## src/rtl/t01_tetris_pkg.sv

```systemverilog
// rtl/t01_tetris_pkg.sv - shared piece type codes, rotation tables and scheduler state enum
package t01_tetris_pkg;

  localparam logic [4:0] TYPE_I   = 5'd0;
  localparam logic [4:0] TYPE_O   = 5'd1;
  localparam logic [4:0] TYPE_S   = 5'd2;
  localparam logic [4:0] TYPE_Z   = 5'd3;
  localparam logic [4:0] TYPE_L   = 5'd4;
  localparam logic [4:0] TYPE_J   = 5'd5;
  localparam logic [4:0] TYPE_T   = 5'd6;
  localparam logic [4:0] NO_PIECE = 5'h1F;

  typedef enum logic [1:0] {
    ST_PRIME    = 2'd0,
    ST_IDLE     = 2'd1,
    ST_ROT_WAIT = 2'd2
  } state_t;

  // Clockwise successor; codes 7-18 are the non-base orientations.
  function automatic logic [4:0] rot_next(input logic [4:0] t);
    logic [4:0] r;
    case (t)
      5'd0:    r = 5'd7;
      5'd7:    r = 5'd0;
      5'd1:    r = 5'd1;
      5'd2:    r = 5'd8;
      5'd8:    r = 5'd2;
      5'd3:    r = 5'd9;
      5'd9:    r = 5'd3;
      5'd4:    r = 5'd10;
      5'd10:   r = 5'd11;
      5'd11:   r = 5'd12;
      5'd12:   r = 5'd4;
      5'd5:    r = 5'd13;
      5'd13:   r = 5'd14;
      5'd14:   r = 5'd15;
      5'd15:   r = 5'd5;
      5'd6:    r = 5'd16;
      5'd16:   r = 5'd17;
      5'd17:   r = 5'd18;
      5'd18:   r = 5'd6;
      default: r = NO_PIECE;
    endcase
    return r;
  endfunction

  function automatic logic [4:0] base_of(input logic [4:0] t);
    logic [4:0] r;
    case (t)
      5'd0, 5'd1, 5'd2, 5'd3, 5'd4, 5'd5, 5'd6: r = t;
      5'd7:                r = TYPE_I;
      5'd8:                r = TYPE_S;
      5'd9:                r = TYPE_Z;
      5'd10, 5'd11, 5'd12: r = TYPE_L;
      5'd13, 5'd14, 5'd15: r = TYPE_J;
      5'd16, 5'd17, 5'd18: r = TYPE_T;
      default:             r = NO_PIECE;
    endcase
    return r;
  endfunction

endpackage

```

## src/rtl/t01_bag7.sv

```systemverilog
// rtl/t01_bag7.sv - 7-bag randomizer: free-running LFSR plus bag mask, single-cycle combinational draw
module t01_bag7
  import t01_tetris_pkg::*;
#(
  parameter logic [15:0] LFSR_SEED = 16'hACE1
) (
  input  logic       clk,
  input  logic       rst,
  input  logic       draw,
  output logic [4:0] draw_type
);

  localparam logic [15:0] SEED = (LFSR_SEED == 16'h0000) ? 16'h0001 : LFSR_SEED;

  logic [15:0] lfsr;
  logic [6:0]  bag_mask;
  logic [6:0]  mask_set;
  logic [6:0]  mask_next;
  logic [2:0]  start;
  logic [2:0]  pick;
  logic [3:0]  idx;
  logic        found;
  logic        feedback;

  // Right-shifting Fibonacci form of x^16+x^14+x^13+x^11+1.
  assign feedback = lfsr[0] ^ lfsr[2] ^ lfsr[3] ^ lfsr[5];

  always_comb begin
    start = (lfsr[2:0] == 3'd7) ? 3'd0 : lfsr[2:0];
    pick  = start;
    found = 1'b0;
    idx   = 4'd0;
    for (int k = 0; k < 7; k++) begin
      idx = {1'b0, start} + 4'(k);
      if (idx >= 4'd7) idx = idx - 4'd7;
      if (!found && !bag_mask[idx[2:0]]) begin
        pick  = idx[2:0];
        found = 1'b1;
      end
    end
    mask_set  = bag_mask | (7'd1 << pick);
    mask_next = (mask_set == 7'h7F) ? 7'h00 : mask_set;
    draw_type = {2'b00, pick};
  end

  always_ff @(posedge clk) begin
    if (rst) begin
      lfsr     <= SEED;
      bag_mask <= 7'h00;
    end else begin
      lfsr <= {feedback, lfsr[15:1]};
      if (draw) bag_mask <= mask_next;
    end
  end

endmodule

```

## src/rtl/t01_piece_scheduler.sv

```systemverilog
// rtl/t01_piece_scheduler.sv - piece sequencer, preview and rotation handshake; hold slot under T01_HOLD_EN
module t01_piece_scheduler
  import t01_tetris_pkg::*;
#(
  parameter logic [15:0] LFSR_SEED   = 16'hACE1,
  parameter int          ROT_TIMEOUT = 4
) (
  input  logic       clk,
  input  logic       rst,
  input  logic       spawn_req,
  input  logic       lock,
  input  logic       rotate_req,
  input  logic       rot_ok,
  input  logic       rot_fail,
`ifdef T01_HOLD_EN
  input  logic       hold_req,
  output logic [4:0] hold_block_type,
`endif
  output logic [4:0] current_block_type,
  output logic [4:0] next_block_type,
  output logic [4:0] cand_type,
  output logic       cand_valid,
  output logic       spawn_valid,
  output logic       rot_done,
  output logic       busy
);

  localparam logic [3:0] TIMEOUT_LOAD = 4'(ROT_TIMEOUT);

  state_t     state, state_n;
  logic [4:0] cur_n, nxt_n, cand_n;
  logic       cv_n, sv_n, rd_n, busy_n;
  logic       live, live_n;
  logic [3:0] timer, timer_n;
  logic       draw;
  logic       rot_exit;
  logic [4:0] draw_type;
`ifdef T01_HOLD_EN
  logic [4:0] hold_n;
  logic       hold_used, used_n;
`endif

  t01_bag7 #(.LFSR_SEED(LFSR_SEED)) u_bag7 (
    .clk       (clk),
    .rst       (rst),
    .draw      (draw),
    .draw_type (draw_type)
  );

  always_comb begin
    state_n  = state;
    cur_n    = current_block_type;
    nxt_n    = next_block_type;
    cand_n   = cand_type;
    cv_n     = cand_valid;
    sv_n     = 1'b0;
    rd_n     = 1'b0;
    live_n   = live;
    timer_n  = timer;
    draw     = 1'b0;
    rot_exit = 1'b0;
`ifdef T01_HOLD_EN
    hold_n   = hold_block_type;
    used_n   = hold_used;
`endif
    case (state)
      ST_PRIME: begin
        nxt_n   = draw_type;
        draw    = 1'b1;
        state_n = ST_IDLE;
      end
      ST_IDLE: begin
        if (spawn_req) begin
          cur_n  = next_block_type;
          nxt_n  = draw_type;
          draw   = 1'b1;
          live_n = 1'b1;
          sv_n   = 1'b1;
`ifdef T01_HOLD_EN
          used_n = 1'b0;
`endif
        end else if (lock) begin
          live_n = 1'b0;
`ifdef T01_HOLD_EN
        end else if (hold_req && live && !hold_used) begin
          // Held pieces always come back in their base orientation.
          hold_n = base_of(current_block_type);
          used_n = 1'b1;
          if (hold_block_type == NO_PIECE) begin
            cur_n = next_block_type;
            nxt_n = draw_type;
            draw  = 1'b1;
          end else begin
            cur_n = hold_block_type;
          end
`endif
        end else if (rotate_req && live) begin
          cand_n  = rot_next(current_block_type);
          cv_n    = 1'b1;
          timer_n = TIMEOUT_LOAD;
          state_n = ST_ROT_WAIT;
        end
      end
      ST_ROT_WAIT: begin
        if (rot_ok && !rot_fail) begin
          cur_n    = cand_type;
          rd_n     = 1'b1;
          rot_exit = 1'b1;
        end else if (rot_fail || timer <= 4'd1) begin
          rot_exit = 1'b1;
        end else begin
          timer_n = timer - 4'd1;
        end
        if (rot_exit) begin
          cv_n    = 1'b0;
          state_n = ST_IDLE;
        end
      end
      default: state_n = ST_PRIME;
    endcase
    busy_n = (state_n != ST_IDLE);
  end

  always_ff @(posedge clk) begin
    if (rst) begin
      state              <= ST_PRIME;
      current_block_type <= NO_PIECE;
      next_block_type    <= NO_PIECE;
      cand_type          <= NO_PIECE;
      cand_valid         <= 1'b0;
      spawn_valid        <= 1'b0;
      rot_done           <= 1'b0;
      busy               <= 1'b1;
      live               <= 1'b0;
      timer              <= 4'd0;
`ifdef T01_HOLD_EN
      hold_block_type    <= NO_PIECE;
      hold_used          <= 1'b0;
`endif
    end else begin
      state              <= state_n;
      current_block_type <= cur_n;
      next_block_type    <= nxt_n;
      cand_type          <= cand_n;
      cand_valid         <= cv_n;
      spawn_valid        <= sv_n;
      rot_done           <= rd_n;
      busy               <= busy_n;
      live               <= live_n;
      timer              <= timer_n;
`ifdef T01_HOLD_EN
      hold_block_type    <= hold_n;
      hold_used          <= used_n;
`endif
    end
  end

endmodule

```

## config.mk

```make
export PLATFORM = sky130hd
export DESIGN_NAME = t01_piece_scheduler
export DESIGN_NICKNAME = d
export VERILOG_FILES = /design/src/rtl/t01_tetris_pkg.sv /design/src/rtl/t01_bag7.sv /design/src/rtl/t01_piece_scheduler.sv
export SDC_FILE = /design/constraint.sdc
export NUM_CORES = 1
export LEC_CHECK = 0
export BUFFER_PORTS_ARGS = -buffer_cell sky130_fd_sc_hd__buf_2
export CAP_MARGIN = 20
export CORE_MARGIN = 2
export CORE_UTILIZATION = 50
export CTS_CLUSTER_SIZE = 16
export DETAILED_ROUTE_END_ITERATION = 16
export HOLD_SLACK_MARGIN = 0.12
export PLACE_DENSITY = 0.77
export SLEW_MARGIN = 40
export SYNTH_ARGS = -nofsm -noshare
export SYNTH_HDL_FRONTEND = slang
export SYNTH_SLANG_ARGS = --single-unit
```

## constraint.sdc

```tcl
create_clock -name clk -period 10.3 [get_ports clk]
set_input_delay 0.515 -clock clk [delete_from_list [all_inputs] [get_ports clk]]
set_output_delay 0.515 -clock clk [all_outputs]
set_load 0.03 [all_outputs]
```

==> Word-level counts from Yosys, hierarchy flattened <==
Memories as Yosys holds them, arrays and structs flattened. A register that Yosys moved wholly into a read port is not among the register bits.
Index checks and enable logic that the tools add are counted.
{ "totals": {"ff_bits": 44, "romBits": 160, "inputBits": 7, "mem_count": 1} }
{ "classes": {"addsub": 14, "n_lt_le_gt_ge": 15, "n_eq_ne": 13, "n_shift": 1, "mux": 65, "bitwise_logic": 8, "reduce_logical": 33} }
{ "memory_table": {"columns": ["memory", "depth", "width", "rd", "rd_clocked_by_memory_dff", "wr", "line_no", "source"], "rows": [
  ["(name not given)", 32, 5, 1, 1, 0, "t01_tetris_pkg.sv:22", "case (t)"]
]} }
{ "ops": {"columns": ["operator", "n"], "rows": [
  ["$mux W3", 15],
  ["$lt A3 B4 Y1 const B", 7],
  ["$ge A4 B3 Y1 const B", 6],
  ["$mux W1", 24],
  ["$bmux W1 S3", 7],
  ["$sub A3 B3 Y3 const B", 7],
  ["$mux W4", 5],
  ["$pmux W5 S2", 2],
  ["$ne A2 B2 Y1 const B", 8],
  ["$mux W5", 3],
  ["$add A3 B3 Y4 const B", 3],
  ["$logic_not A1 Y1", 12],
  ["$add A3 B2 Y4 const B", 2],
  ["$logic_and A1 B1 Y1", 8],
  ["$mux W2", 4],
  ["$pmux W4 S2", 1],
  ["$eq A7 B7 Y1 const B", 1],
  ["$mux W7", 1],
  ["$or A7 B7 Y7", 1],
  ["$shl A1 B3 Y7 const A", 1],
  ["$pmux W2 S3", 1],
  ["$reduce_and A6 Y1", 1],
  ["$reduce_bool A2 Y1", 3],
  ["$reduce_and A5 Y1", 1],
  ["other kinds (17)", 25]
]} }

==> Depth between registers and ports, before layout <==
{ "depth": {"word_depth": 29, "depth_mapped": 20} }

==> Cells and area by module <==
Synthesis repeated with hierarchy kept, for this count alone.
{ "unflattened": {"cells_unflattened": 458, "hier_area_um2": 3837.4} }
{ "modules_own_cells": {"columns": ["module", "n_inst", "cells_per_inst", "area_each_um2", "seq_area_each_um2"], "rows": [
  ["t01_bag7", 1, 298, 2379.8, 460.4],
  ["t01_piece_scheduler", 1, 160, 1457.6, 520.5]
]} }

==> Worst setup path after synthesis <==
No wires, ideal clock.
{ "synth_path": {"kind": "reg2reg", "from": "register u_bag7.lfsr[1]", "to": "register u_bag7.bag_mask[0]", "setup_ps": 142, "t_arrival_ps": 4029, "t_required_ps": 10158, "slack_ps": 6129, "path_stages_with_launch": 20, "n_path_buf": 4, "cell_sequence": "dfxtp_1 > buf_2 > clkbuf_1 > inv_1 > ha_1 > inv_1 > fa_1 > clkbuf_1 > mux2_2 > a221oi_1 > o211ai_2 > a211oi_1 > a21oi_1 > a31oi_1 > o22ai_2 > a21oi_2 > buf_2 > a31oi_1 > o21ai_4 > a41oi_1"} }
{ "synth_via": {"elab_chain_cells": 29, "word_cells_on_any_way": 77, "classes_between": "add/sub: 13; order compare: 7; eq/ne: 2; shift: 1; mux: 36; bitwise: 1; reduce/logical: 17"} }
{ "synth_lines": {"columns": ["element", "line_no", "source"], "rows": [
  ["start, declared", "t01_bag7.sv:15", "logic [15:0] lfsr;"],
  ["start signal, assigned", "t01_bag7.sv:51", "lfsr <= {feedback, lfsr[15:1]};"],
  ["$eq A3 B3 Y1", "t01_bag7.sv:29", "start = (lfsr[2:0] == 3'd7) ? 3'd0 : lfsr[2:0];"],
  ["$mux W3 *", "t01_bag7.sv:29", null],
  ["$add A3 B1 Y4", "t01_bag7.sv:34", "idx = {1'b0, start} + 4'(k);"],
  ["$ge A4 B3 Y1 / $sub A3 B3 Y3 (equally long branches)", "t01_bag7.sv:35", "if (idx >= 4'd7) idx = idx - 4'd7;"],
  ["$mux W3", "t01_bag7.sv:35", null],
  ["$bmux W1 S3", "t01_bag7.sv:36", "if (!found && !bag_mask[idx[2:0]]) begin"],
  ["$mux W1 (not written as such)", "t01_bag7.sv:36", null],
  ["$logic_not A1 Y1", "t01_bag7.sv:36", null],
  ["(+13 left out)", null, null],
  ["$mux W1", "t01_bag7.sv:36", null],
  ["$logic_not A1 Y1", "t01_bag7.sv:36", null],
  ["$logic_and A1 B1 Y1", "t01_bag7.sv:36", null],
  ["$mux W3 *", "t01_bag7.sv:36", null],
  ["$shl A1 B3 Y7 *", "t01_bag7.sv:41", "mask_set = bag_mask | (7'd1 << pick);"],
  ["$or A7 B7 Y7 *", "t01_bag7.sv:41", null],
  ["$eq A7 B7 Y1", "t01_bag7.sv:42", "mask_next = (mask_set == 7'h7F) ? 7'h00 : mask_set;"],
  ["$mux W7 *", "t01_bag7.sv:42", null],
  ["end signal, assigned", "t01_bag7.sv:52", "if (draw) bag_mask <= mask_next;"],
  ["end, declared", "t01_bag7.sv:16", "logic [6:0] bag_mask;"]
]} }
Every way passes the cells marked *; elsewhere a longest branch is shown, timed or not. The select of a mux whose other input is x is not followed.
A chain may end at the register's enable or synchronous reset.

==> Worst setup path in the final report <==
{ "layout_path": {"from": "register u_bag7.lfsr[1]", "to": "register u_bag7.bag_mask[2]"} }
Same word-level chain as after synthesis.

==> impl_metrics.prom <==
# TYPE chip_impl_metric gauge
chip_impl_info{name="result_of_the_run",value="finished clean"} 1
chip_impl_metric{name="buf_inv_on_cp",unit=""} 1
chip_impl_metric{name="layout_cell_share_with_drive_strength_beyond_1",unit="%"} 14.2
chip_impl_metric{name="tritoncts_num_sinks",unit=""} 48
chip_impl_info{name="regToRegStartpoint",value="u_bag7.lfsr[1]$_SDFF_PP0_"} 1
chip_impl_metric{name="finalWorstSetupSlack",unit="ps"} 4640
chip_impl_metric{name="syn2layout_area_growth",unit="%"} 4.27
chip_impl_metric{name="synth_sequential_area_ratio",unit="%"} 23.1
chip_impl_metric{name="timing.critical_path.fanout_max",unit=""} 21
chip_impl_metric{name="synth-compound-area-share",unit="%"} 30.3
chip_impl_info{name="worst_hold_path_type",value="register to register"} 1
chip_impl_metric{name="vias_per_cell",unit=""} 6.46
chip_impl_metric{name="timing.critical_path.required",unit="ps"} 10450
chip_impl_metric{name="total_leakage_power",unit="nW"} 1.72
chip_impl_metric{name="power-per-cell-area",unit="nW/um^2"} 131
chip_impl_metric{name="synth_xor_area_share",unit="%"} 1.41
chip_impl_metric{name="synth_enable_flop_cells",unit=""} 0
chip_impl_info{name="critPathCaptureType",value="register"} 1
chip_impl_metric{name="number_of_search_and_repair_iterations_in_the_first_detailed_routing_pass",unit=""} 5
chip_impl_info{name="timing.critical_path.cells",value="ha_1 -> nor2b_1 -> inv_1 -> fa_1 -> mux2_2 -> a221oi_1 -> o211ai_2 -> a211oi_1 -> a21oi_1 -> a31oi_1 -> o22ai_2 -> a21oi_2 -> nand3b_1 -> a21oi_1 -> a41oi_1"} 1
chip_impl_metric{name="synth_area",unit="um^2"} 4160
chip_impl_metric{name="htree_num_levels",unit=""} 2
chip_impl_metric{name="power.ir.vdd_worst",unit="uV"} 112
chip_impl_metric{name="combined_area_of_the_multi_input_logic_cells",unit="um^2"} 2910
chip_impl_metric{name="synth.top_cell.area_share",unit="%"} 23.1
chip_impl_metric{name="synth_seq_cells",unit=""} 48
chip_impl_info{name="synth_top_flop_cell",value="dfxtp_1"} 1
chip_impl_metric{name="post_synth_inst_count",unit=""} 526
chip_impl_metric{name="floorplan.die_area",unit="um^2"} 9060
chip_impl_metric{name="final_util",unit="%"} 53.3
chip_impl_metric{name="final.period_utilization",unit="%"} 54.9
chip_impl_metric{name="fmax",unit="MHz"} 177
chip_impl_metric{name="fin_skew",unit="ps"} 6.71
chip_impl_info{name="worst_setup_path_startpoint",value="u_bag7.lfsr[1]$_SDFF_PP0_"} 1
chip_impl_metric{name="max_slew_margin",unit="%"} 50.9
chip_impl_metric{name="total_number_of_yosys_warnings",unit=""} 0
chip_impl_info{name="critical_path.startpoint_type",value="register"} 1
chip_impl_info{name="synth.most_common_cell",value="nand2_1"} 1
chip_impl_metric{name="time_the_worst_path_needs_with_i_o_delays_and_setup",unit="ps"} 5660
chip_impl_metric{name="fp.dieW",unit="um"} 95.2
chip_impl_metric{name="nets",unit=""} 548
chip_impl_metric{name="global_route_wire_length_before_repair",unit="um"} 17900
chip_impl_metric{name="cts_setup_buffers",unit=""} 0
chip_impl_metric{name="final.fill_count",unit=""} 752
chip_impl_metric{name="detail_route.iter0.violations",unit=""} 267
chip_impl_metric{name="dr_total_vias",unit=""} 4060
chip_impl_info{name="ys_top_cells_by_area",value="dfxtp_1 23%, ha_1 5.7%, nand2_1 4.8%"} 1
chip_impl_metric{name="finalWeightedCongestion",unit=""} 1.03
chip_impl_metric{name="global_route.usage.total",unit="%"} 24.6
chip_impl_metric{name="maxCapViolations",unit=""} 0
chip_impl_metric{name="drc",unit=""} 0
chip_impl_metric{name="drtAntennaViolNets",unit=""} 0
chip_impl_info{name="tritoncts",value="built"} 1
chip_impl_metric{name="grt_pass1_vias",unit=""} 3669
chip_impl_metric{name="detailed_place_hpwl",unit="um"} 7620
chip_impl_info{name="rsz0062_at_grt",value="no"} 1
chip_impl_metric{name="hold_violations",unit=""} 0
chip_impl_metric{name="die_height",unit="um"} 95.2
chip_impl_metric{name="netlist-cell-type-count",unit=""} 92
chip_impl_metric{name="setup_tns",unit="ps"} 0
chip_impl_metric{name="finalSetupViolations",unit=""} 0
chip_impl_metric{name="arrival",unit="ps"} 5810
chip_impl_metric{name="timing.final.max_slew_violations",unit=""} 0
chip_impl_metric{name="ctsLongestPathBuffers",unit=""} 2
chip_impl_metric{name="synth_async_sr_flop_share",unit="%"} 0
chip_impl_metric{name="cts_inserted_buffers",unit=""} 5
chip_impl_metric{name="routed_wl",unit="um"} 10900
chip_impl_metric{name="clock_latency_late_sink",unit="ps"} 290
chip_impl_info{name="yosysTopAreaCell",value="dfxtp_1"} 1
chip_impl_metric{name="cts_hold_repair.buffers",unit=""} 0
chip_impl_metric{name="cpPeakStageDelay",unit="ps"} 790
chip_impl_metric{name="std_cell_rows",unit=""} 33
chip_impl_info{name="critical_path_s_most_frequent_cell",value="a21oi_1"} 1
chip_impl_metric{name="synthAdderAreaFrac",unit="%"} 6.20
chip_impl_info{name="netlist_top_cells_count",value="53 x nand2_1, 48 x dfxtp_1, 35 x nor2_1"} 1
chip_impl_metric{name="seq_area",unit="um^2"} 962
chip_impl_metric{name="post_dp_cell_area",unit="um^2"} 4220
chip_impl_info{name="worst-setup-path-type",value="register to register"} 1
chip_impl_info{name="hp_start",value="u_bag7.lfsr[12]$_SDFF_PP0_"} 1
chip_impl_metric{name="clkTransAtPathRegs",unit="ps"} 80
chip_impl_metric{name="synth_mux_area_share",unit="%"} 5.90
chip_impl_metric{name="postSynthNetCount",unit=""} 553
chip_impl_metric{name="ioPinCount",unit=""} 26
chip_impl_metric{name="cts.repair.resized",unit=""} 0
chip_impl_metric{name="floorplan.initialDensity",unit="%"} 51.1
chip_impl_metric{name="syn-mean-instance-area",unit="um^2"} 7.90
chip_impl_metric{name="postLayoutCellArea",unit="um^2"} 4340
chip_impl_metric{name="io_buffer_count",unit=""} 25
chip_impl_metric{name="dp_slack",unit="ps"} 4760
chip_impl_info{name="slowest_library_cell_on_the_worst_path",value="fa_1"} 1
chip_impl_metric{name="fp.coreArea",unit="um^2"} 8130
chip_impl_metric{name="largest_net_degree_at_the_start_of_global_routing",unit=""} 32
chip_impl_info{name="cts-root-buf",value="clkbuf_8"} 1
chip_impl_metric{name="routed_wire_per_std_cell",unit="um"} 17.4
chip_impl_metric{name="grt_antenna_before_repair",unit=""} 0
chip_impl_metric{name="global_route_congestion_overflow_total",unit=""} 0
chip_impl_info{name="synth_top_family_by_area",value="compound AO/OA/AOI/OAI gates"} 1
chip_impl_metric{name="synth_simple_gate_area_share",unit="%"} 26.1
chip_impl_metric{name="tightestPinTransition",unit="ps"} 737
chip_impl_info{name="worst_path_dominant_cell_family",value="compound AO/OA/AOI/OAI gates"} 1
[metal layers]
layer	vias up	routed length (um)	GRT usage [%]	part of all wire, %
met5	-	0	0	0
met4	0	282	10.0	2.6
met3	29	745	3.08	6.8
met2	172	5090	39.8	47
met1	1911	4790	33.2	44
li1	1948	-	-	-
[layout by cell type, fill, tap and decap left out, types with 6 or more instances in the layout]
cell      instances
a21oi_1          34
or2_2            10
a211o_1           7
nand2b_1         14
o21ai_0          20
nor2b_1          18
nand2_1          53
dfxtp_1          47
mux2i_1          14
nand4_1           7
ha_1             19
nor2_1           35
a41oi_1           9
nand3_1           8
or3_1             6
and3_1            6
o211ai_1         14
o21bai_1          6
a31oi_1          10
nor3_1           10
inv_1            23
buf_2            25
[state kept, by name, indices dropped and copies added, names as in the netlist, 2 cells and up]
| name | count |
|---|---|
| u_bag7.lfsr | 16 |
| u_bag7.bag_mask | 7 |
| cand_type | 5 |
| current_block_type | 5 |
| next_block_type | 4 |
| timer | 4 |
| state | 2 |
[path summary, 6_finish.rpt]
path | to | slack (ps) | cells after the start
worst max-delay path | u_bag7.bag_mask[2]$_SDFFE_PP0P_ | 4640 | 15
worst min-delay path | u_bag7.lfsr[11]$_SDFF_PP1_ | 410 | 1
worst max register to register | u_bag7.bag_mask[2]$_SDFFE_PP0P_ | 4640 | 15
worst min register to register | u_bag7.lfsr[11]$_SDFF_PP1_ | 410 | 1
[power breakdown]
group	internal [mW]	switching, mW
sequential	0.200	0.0301
clock	0.0721	0.0589
combinational	0.0816	0.125
[worst reg2reg max path, stage by stage (launching register included)]
cell      delay (ps)
dfxtp_1          540
ha_1             470
nor2b_1          570
inv_1            260
fa_1             790
mux2_2           380
a221oi_1         370
o211ai_2         200
a211oi_1         230
a21oi_1           60
a31oi_1          210
o22ai_2          110
a21oi_2          510
nand3b_1         140
a21oi_1          470
a41oi_1          210
[stage by stage]
stage,cells,total power [mW],hold WS [ps]
floorplan,526,0.390,389
global placement,619,0.431,393
detailed placement,619,0.435,397
CTS,627,0.566,412
global route,627,0.599,426
finish,628,0.568,406
[cell type report]
class / count / share of cell area (%)
sequential: 48 / 22.2
tap: 105 / 3.03
multi-input combinational: 416 / 67.1
antenna: 1 / 0.0577
clock inverter: 2 / 0.808
inverter: 24 / 2.08
timing repair buffer: 26 / 3.06
clock buffer: 6 / 1.67
[cells by family after synthesis]
logic type	after synthesis
xor gates and xnor gates	5
and+or+nand+nor	203
adders and majority gates	20
AOI/OAI and AO/OA	167
muxes	21
buffers and inverters	62
DFF	48
Power figures use the tool's default switching activity.
